==> src/rtl/intr_defs.sv <==
// Shared definitions for the vectored interrupt controller:
// FSM state encoding and supported channel-count range.
package intr_defs;

  localparam int N_INTR_MIN = 2;
  localparam int N_INTR_MAX = 32;

  typedef enum logic {
    IDLE    = 1'b0,
    PRESENT = 1'b1
  } state_t;

endpackage

==> src/rtl/intr_prio_enc.sv <==
// Lowest-set-bit priority encoder: one-hot (-x & x), index, valid.
// Ports: x in W; onehot out W; idx out IW; valid out 1.
module intr_prio_enc #(
  parameter  int W  = 8,
  localparam int IW = (W > 1) ? $clog2(W) : 1
) (
  input  logic [W-1:0]  x,
  output logic [W-1:0]  onehot,
  output logic [IW-1:0] idx,
  output logic          valid
);

  assign onehot = x & (~x + W'(1));
  assign valid  = |x;

  always_comb begin
    idx = '0;
    for (int i = 0; i < W; i++) begin
      if (onehot[i]) idx = idx | IW'(i);
    end
  end

endmodule

==> src/rtl/intr_controller.sv <==
// Vectored, nesting interrupt controller with req/ack handshake.
// Ports: clk, reset(n); intr_in/intr_en/cpu_ack/eoi in; irq/vec/pending/in_service out.
module intr_controller
  import intr_defs::*;
#(
  parameter  int                N_INTR    = 8,
  parameter  logic [N_INTR-1:0] EDGE_MASK = {N_INTR{1'b1}},
  localparam int                VEC_W     = $clog2(N_INTR)
) (
  input  logic              clk,
  input  logic              reset,
  input  logic [N_INTR-1:0] intr_in,
  input  logic [N_INTR-1:0] intr_en,
  input  logic              cpu_ack,
  input  logic              eoi,
  output logic              irq,
  output logic [VEC_W-1:0]  vec,
  output logic [N_INTR-1:0] pending,
  output logic [N_INTR-1:0] in_service
);

  if (N_INTR < N_INTR_MIN || N_INTR > N_INTR_MAX) begin : g_bad_n
    $error("intr_controller: N_INTR out of range");
  end

  state_t            state;
  logic [N_INTR-1:0] prev;
  logic [N_INTR-1:0] vec_oh;

  logic [N_INTR-1:0] set_v;
  logic [N_INTR-1:0] pend_nxt;
  logic [N_INTR-1:0] isr_nxt;
  logic              accept;

  logic [N_INTR-1:0] cand_oh;
  logic [VEC_W-1:0]  cand_idx;
  logic              cand_valid;
  logic              cand_ok;

  logic [N_INTR-1:0] isr_oh;
  logic [VEC_W-1:0]  isr_idx;
  logic              isr_valid;

  assign set_v = (EDGE_MASK & intr_in & ~prev)
               | (~EDGE_MASK & intr_in);

  assign accept = (state == PRESENT) && cpu_ack;

  // Set wins over the acceptance clear.
  assign pend_nxt = (pending & ~(accept ? vec_oh : '0))
                  | set_v;

  // EOI acts on the pre-update innermost level.
  assign isr_nxt = (in_service & ~(eoi ? isr_oh : '0))
                 | (accept ? vec_oh : '0);

  intr_prio_enc #(.W(N_INTR)) u_cand (
    .x      (pending & intr_en),
    .onehot (cand_oh),
    .idx    (cand_idx),
    .valid  (cand_valid)
  );

  intr_prio_enc #(.W(N_INTR)) u_level (
    .x      (in_service),
    .onehot (isr_oh),
    .idx    (isr_idx),
    .valid  (isr_valid)
  );

  // Lowest enabled pending bit is the only one that can
  // beat the current level; if it can't, nothing can.
  assign cand_ok = cand_valid
                && (!isr_valid || cand_idx < isr_idx);

  always_ff @(posedge clk) begin
    if (!reset) begin
      state      <= IDLE;
      prev       <= '0;
      pending    <= '0;
      in_service <= '0;
      irq        <= 1'b0;
      vec        <= '0;
      vec_oh     <= '0;
    end else begin
      prev       <= intr_in;
      pending    <= pend_nxt;
      in_service <= isr_nxt;
      unique case (state)
        IDLE: begin
          if (cand_ok) begin
            state  <= PRESENT;
            irq    <= 1'b1;
            vec    <= cand_idx;
            vec_oh <= cand_oh;
          end
        end
        PRESENT: begin
          if (cpu_ack) begin
            state <= IDLE;
            irq   <= 1'b0;
          end
        end
      endcase
    end
  end

endmodule

==> config.mk <==
export PLATFORM = sky130hd
export DESIGN_NAME = intr_controller
export DESIGN_NICKNAME = d
export VERILOG_FILES = /design/src/rtl/intr_defs.sv /design/src/rtl/intr_prio_enc.sv /design/src/rtl/intr_controller.sv
export SDC_FILE = /design/constraint.sdc
export NUM_CORES = 1
export LEC_CHECK = 0
export ABC_AREA = 1
export CELL_PAD_IN_SITES_DETAIL_PLACEMENT = 0
export CELL_PAD_IN_SITES_GLOBAL_PLACEMENT = 1
export CORE_MARGIN = 2
export CORE_UTILIZATION = 31
export DETAILED_ROUTE_END_ITERATION = 10
export PLACE_DENSITY = 0.86
export SLEW_MARGIN = 5
export SYNTH_ARGS = -nofsm -noshare
export SYNTH_HDL_FRONTEND = slang
export SYNTH_SLANG_ARGS = --single-unit
==> constraint.sdc <==
create_clock -name clk -period 1.8 [get_ports clk]
set_input_delay 0.27 -clock clk [delete_from_list [all_inputs] [get_ports clk]]
set_output_delay 0.27 -clock clk [all_outputs]
set_load 0.01 [all_outputs]
* Yosys cells after proc, flatten, opt, wreduce, memory -nomap -nowiden
Cells that the tools add are included. Widths: inputs -> output; s select.
Cells by class: add/sub/neg operators 2, magnitude comparators 1, eq/ne operators 2, mux-type cells 22, bitwise gates (word level) 14, reductions and logical operators 8
Operators by type and width (count):
- $and 8x8->8 | 6
- $not 8->8 | 5
- $mux 3 | 8
- $add 8x1->8 const B | 2
- $mux 8 | 2
- $or 8x8->8 | 2
- $reduce_or 8->1 | 2
- $mux 2 | 4
- $mux 1 | 6
- $ne 2x2->1 const B | 2
- $pmux 1 s2 | 2
- $reduce_and 2->1 | 2
- $lt 3x3->1 | 1
- $logic_and 1x1->1 | 2
- $logic_not 1->1 | 1
- $logic_or 1x1->1 | 1
- $not 1->1 | 1
Storage, ports and cells: register bits 37, output and inout port bits 20, logic and storage cells 56

* Depth between registers and ports, before layout
depth after elaboration 16, gate-level depth with buffers 17, mapped depth without buffers 16

* Cells and area by module
Synthesis repeated with hierarchy kept, for this count alone.
Second synthesis, totals: cell total of the unflattened synthesis 270, area total of the unflattened synthesis 1889.3 um^2
By module, submodules not included:
- intr_controller | times used 1, cells each 202, area each 1488.9 um^2, sequential area each 740.7 um^2
- intr_prio_enc | times used 2, cells each 34, area each 200.2 um^2, sequential area each 0.0 um^2

* Worst setup path before layout
No wires, ideal clock.
path type reg2reg, start point register pending[0], end point register vec[1], arrival 1.920 ns, path slack -0.235 ns, cell stages (with the launch flop) 16, buffers on the path 1, cell sequence dfxtp_1 -> nand2_2 -> nand3_2 -> nor2_2 -> inv_1 -> nor3_1 -> nor2_1 -> inv_1 -> ha_1 -> a21oi_1 -> nand2_2 -> nand2_4 -> buf_6 -> nand3_1 -> nand2_1 -> nor2_1
On the way: elaborated cells on any way between the ends 16, classes of those cells 1 x add/sub; 1 x order compare; 7 x mux; 3 x bitwise; 4 x reduce/logical
RTL lines:
- from (decl) | line intr_controller.sv:18 | output logic [N_INTR-1:0] pending,
- from (signal assigned) | line intr_controller.sv:87 | pending <= pend_nxt;
- $and 8x8->8 (*) | line intr_controller.sv:58 | .x (pending & intr_en),
- $not 8->8 (*) | line intr_prio_enc.sv:13 | assign onehot = x & (~x + W'(1));
- $add 8x1->8 (*) | line intr_prio_enc.sv:13
- $and 8x8->8 (*) | line intr_prio_enc.sv:13
- $mux 3 (3 in series) | line intr_prio_enc.sv:19 | if (onehot[i]) idx = idx | IW'(i);
- $mux 3 (*) | line intr_prio_enc.sv:19
- named net cand_idx[2] | line intr_controller.sv:36 | logic [VEC_W-1:0] cand_idx;
- $lt 3x3->1 (*) | line intr_controller.sv:74 | && (!isr_valid || cand_idx < isr_idx);
- $logic_or 1x1->1 (*) | line intr_controller.sv:74
- $logic_and 1x1->1 (*) | line intr_controller.sv:74
- $reduce_and 2->1 (no line) (*)
- to (signal assigned) | line intr_controller.sv:94 | vec <= cand_idx;
- to (decl) | line intr_controller.sv:17 | output logic [VEC_W-1:0] vec,
The timed path passes the listed nets; every way through them passes the cells marked *. A chain may end at the register's enable or synchronous reset.

* Final worst setup path
start point register pending[1], end point register vec_oh[6]
On the way: elaborated cells on any way between the ends 16, classes of those cells 1 x add/sub; 1 x order compare; 7 x mux; 3 x bitwise; 4 x reduce/logical
RTL lines:
- $and 8x8->8 (*) | line intr_controller.sv:58
- $not 8->8 (*) | line intr_prio_enc.sv:13
- $add 8x1->8 (*) | line intr_prio_enc.sv:13
- $and 8x8->8 (*) | line intr_prio_enc.sv:13
- $mux 3 (3 in series) | line intr_prio_enc.sv:19
- $mux 3 (*) | line intr_prio_enc.sv:19
- named net cand_idx[2] | line intr_controller.sv:36
- $lt 3x3->1 (*) | line intr_controller.sv:74
- $logic_or 1x1->1 (*) | line intr_controller.sv:74
- $logic_and 1x1->1 (*) | line intr_controller.sv:74
- $reduce_and 2->1 (no line) (*)
- to (signal assigned) | line intr_controller.sv:95 | vec_oh <= cand_oh;
- to (decl) | line intr_controller.sv:28 | logic [N_INTR-1:0] vec_oh;
Marked as above.

==> impl_metrics.tcl <==
set metrics [dict create \
    die_h_microns 77.1 \
    worst_pin_slew_ns 0.435 \
    hp-class "reg -> reg" \
    grt_max_degree 24 \
    power_leakage_nw 1.38 \
    rows 26 \
    grt_pass1_wl_mm 8.69 \
    regArea_sq_um 752 \
    wl_per_cell_microns 13.5 \
    drive_above_1_share 0.412 \
    max_stage_delay_ns 0.35 \
    antenna_found_initial 0 \
    rr_startpoint "pending[1]" \
    core-area_sq_um 5140 \
    pin_count 40 \
    worst_setup_path_end_kind "flip-flop" \
    min_to "pending[2]" \
    setup_ws_ns -0.315 \
    finalMaxSlewViolations 0 \
    status "finished, violations left" \
    holdWs_ns 0.412 \
    ys_warn_count 0 \
    fin_nets 349 \
    avgSynthCellArea_sq_um 7.27 \
    cts-root-buf "clkbuf_8" \
    grt_remaining_overflow 0 \
    synth_top_area_frac 0.447 \
    vias 1884 \
    worstPathCellList "nand2_4 -> nand3_4 -> nor2_4 -> inv_2 -> nor3_4 -> nor2_2 -> inv_2 -> ha_4 -> nand2_1 -> inv_1 -> nand2_2 -> nand2_8 -> nand2_8 -> nand3_2 -> nand2_2 -> nor2_2" \
    wl_mm 5.36 \
    violations "setup timing" \
    dieArea_sq_um 5950 \
    diodes 0 \
    finalCriticalPeriod_ns 2.12 \
    vias_per_cell 4.73 \
    hold_depth 1 \
    grtUsageTotal 0.183 \
    drtAntennaViolNets 0 \
    clock_latency_ns 0.29 \
    synthFlopType "dfxtp_1" \
    fp.dieW_microns 77.1 \
    ctsHtreeMaxLevel 2 \
    synthCells 228 \
    fmax_ghz 0.473 \
    cts_inserted_buffers 5 \
    vdd_ir_drop_max_mv 0.500 \
    dpl_worst_slack_ns -0.743 \
    port_buffers 39 \
    synth_nets 250 \
    cts_sinks 37 \
    cp_max_fo 6 \
    hold_violations 0 \
    multi_input_area_sq_um 1090 \
    rrSetupSlack_ns -0.32 \
    final_common_cell "buf_4" \
    ys_types 24 \
    power.density_nw_per_um2 1050 \
    grt_pass1_vias 1903 \
    setup_viol 13 \
    r2r_end "vec_oh[6]" \
    drv_cap 0 \
    criticalPathCategory "reg -> reg" \
    cts_tree "yes" \
    yosysSeqAreaShare 0.447 \
    cp.arrival_ns 2.31 \
    synth-edff-count 0 \
    most-common-layout-cells "buf_4, nand2_1, clkdlybuf4s50_1, dfxtp_1, inv_1" \
    rsz0062_at_grt "yes" \
    startpoint_type "flip-flop" \
    first_iter_violations 139 \
    ys_seq_elements 37 \
    dr.pass1.iters 4 \
    crit_slowest_cell "dfxtp_4" \
    slew_headroom 0.707 \
    dpl.hpwl_mm 3.20 \
    clock_path_buffers 2 \
    syn_area_sq_um 1660 \
    worstHoldStart "prev[2]" \
    p_total_mw 3.13 \
    clk_pin_slew_ns 0.08 \
    initial_core_util 0.323 \
    clock_skew_ns 0.00578 \
    fillCellCount 484 \
    drc_errors 0 \
    place_congestion 0.826 \
    yosysTopAreaCell "dfxtp_1" \
    fin_crit_sh 1.18 \
    area_growth_pct 78.9 \
    required_ns 1.99 \
    synth_async_sr_flop_share 0 \
    synth_area_leaders "dfxtp_1, nand2_1, nand3_1" \
    ff2ff_path_depth 16 \
]
routing by layer:
metal	track usage	vias to the layer above	routed length, microns
met5	0	-	0
met2	0.311	64	2650
met4	0.0893	0	140
met1	0.221	871	2290
li1	-	935	-
met3	0.0353	14	274
cell type report:
type                       instances  area share
inverter                          25      0.0316
timing repair buffer              96       0.277
multi-input combinational        162       0.368
tap                               70      0.0295
sequential                        37       0.254
clock inverter                     2      0.0122
clock buffer                       6      0.0278
worst max-delay path: cells and delay by family (launching register included):
kind	cells	cell delay, ns
buffers and inverters	3	0.20
flip-flops	1	0.35
AND/OR/NAND/NOR	12	1.26
adder cells (fa/ha/maj)	1	0.21
power breakdown:
part / switching, mW / internal [mW] / total (mW)
Clock: 0.314 / 0.452 / 0.766
Sequential: 0.0841 / 0.941 / 1.02
Combinational: 0.718 / 0.620 / 1.34
metrics by stage:
stage	utilization	setup TNS, ns	instances	area (sq um)
floorplan	-	-1.31	228	1690
CTS	0.562	-2.13	396	2890
global placement	0.467	-8.54	365	2400
finish	0.577	-3.77	398	2970
global route	0.577	-5.34	398	2970
detailed placement	0.467	-9.50	365	2400
registers in the layout, indices dropped and copies added, names as in the netlist:
name / count
vec: 3
pending: 8
vec_oh: 8
state: 1
in_service: 8
irq: 1
prev: 8
Yosys cell counts, types with 2 or more instances:
cell type	n
nand2_1	53
dfxtp_1	37
inv_1	24
nand3_1	23
a21oi_1	22
nor2_1	22
o21ai_0	13
nand2_2	8
clkbuf_1	3
nand4_1	3
buf_2	2
buf_6	2
ha_1	2
nor2_2	2
nor2_4	2
nor3_1	2
what timing repair did:
item                                    in CTS  in global routing
endpoints found under the setup margin      13                 13
hold endpoints to repair                     0                  0
pin swaps                                   18                  7
setup buffers                               20                  2
gates cloned                                 3                  0
hold buffers                                 0                  0
gates resized for setup                     49                 13
kinds of logic after synthesis:
kind of cell             synth area share
flip-flops                          0.447
buffers and inverters              0.0830
AO/OA/AOI/OAI                       0.121
adder cells (fa/ha/maj)            0.0151
AND/OR/NAND/NOR                     0.334
worst max path at each step:
stage,startpoint,end,slack (ns)
after floorplan,pending[1],vec[1],-0.11
after global placement,intr_en[1],vec[2],-0.68
after global routing,pending[2],vec_oh[6],-0.44
after CTS,pending[2],vec_oh[3],-0.17
final,pending[1],vec_oh[6],-0.32
after detailed placement,intr_en[1],vec_oh[3],-0.74
No activity file was read; power rests on OpenSTA's default activity.
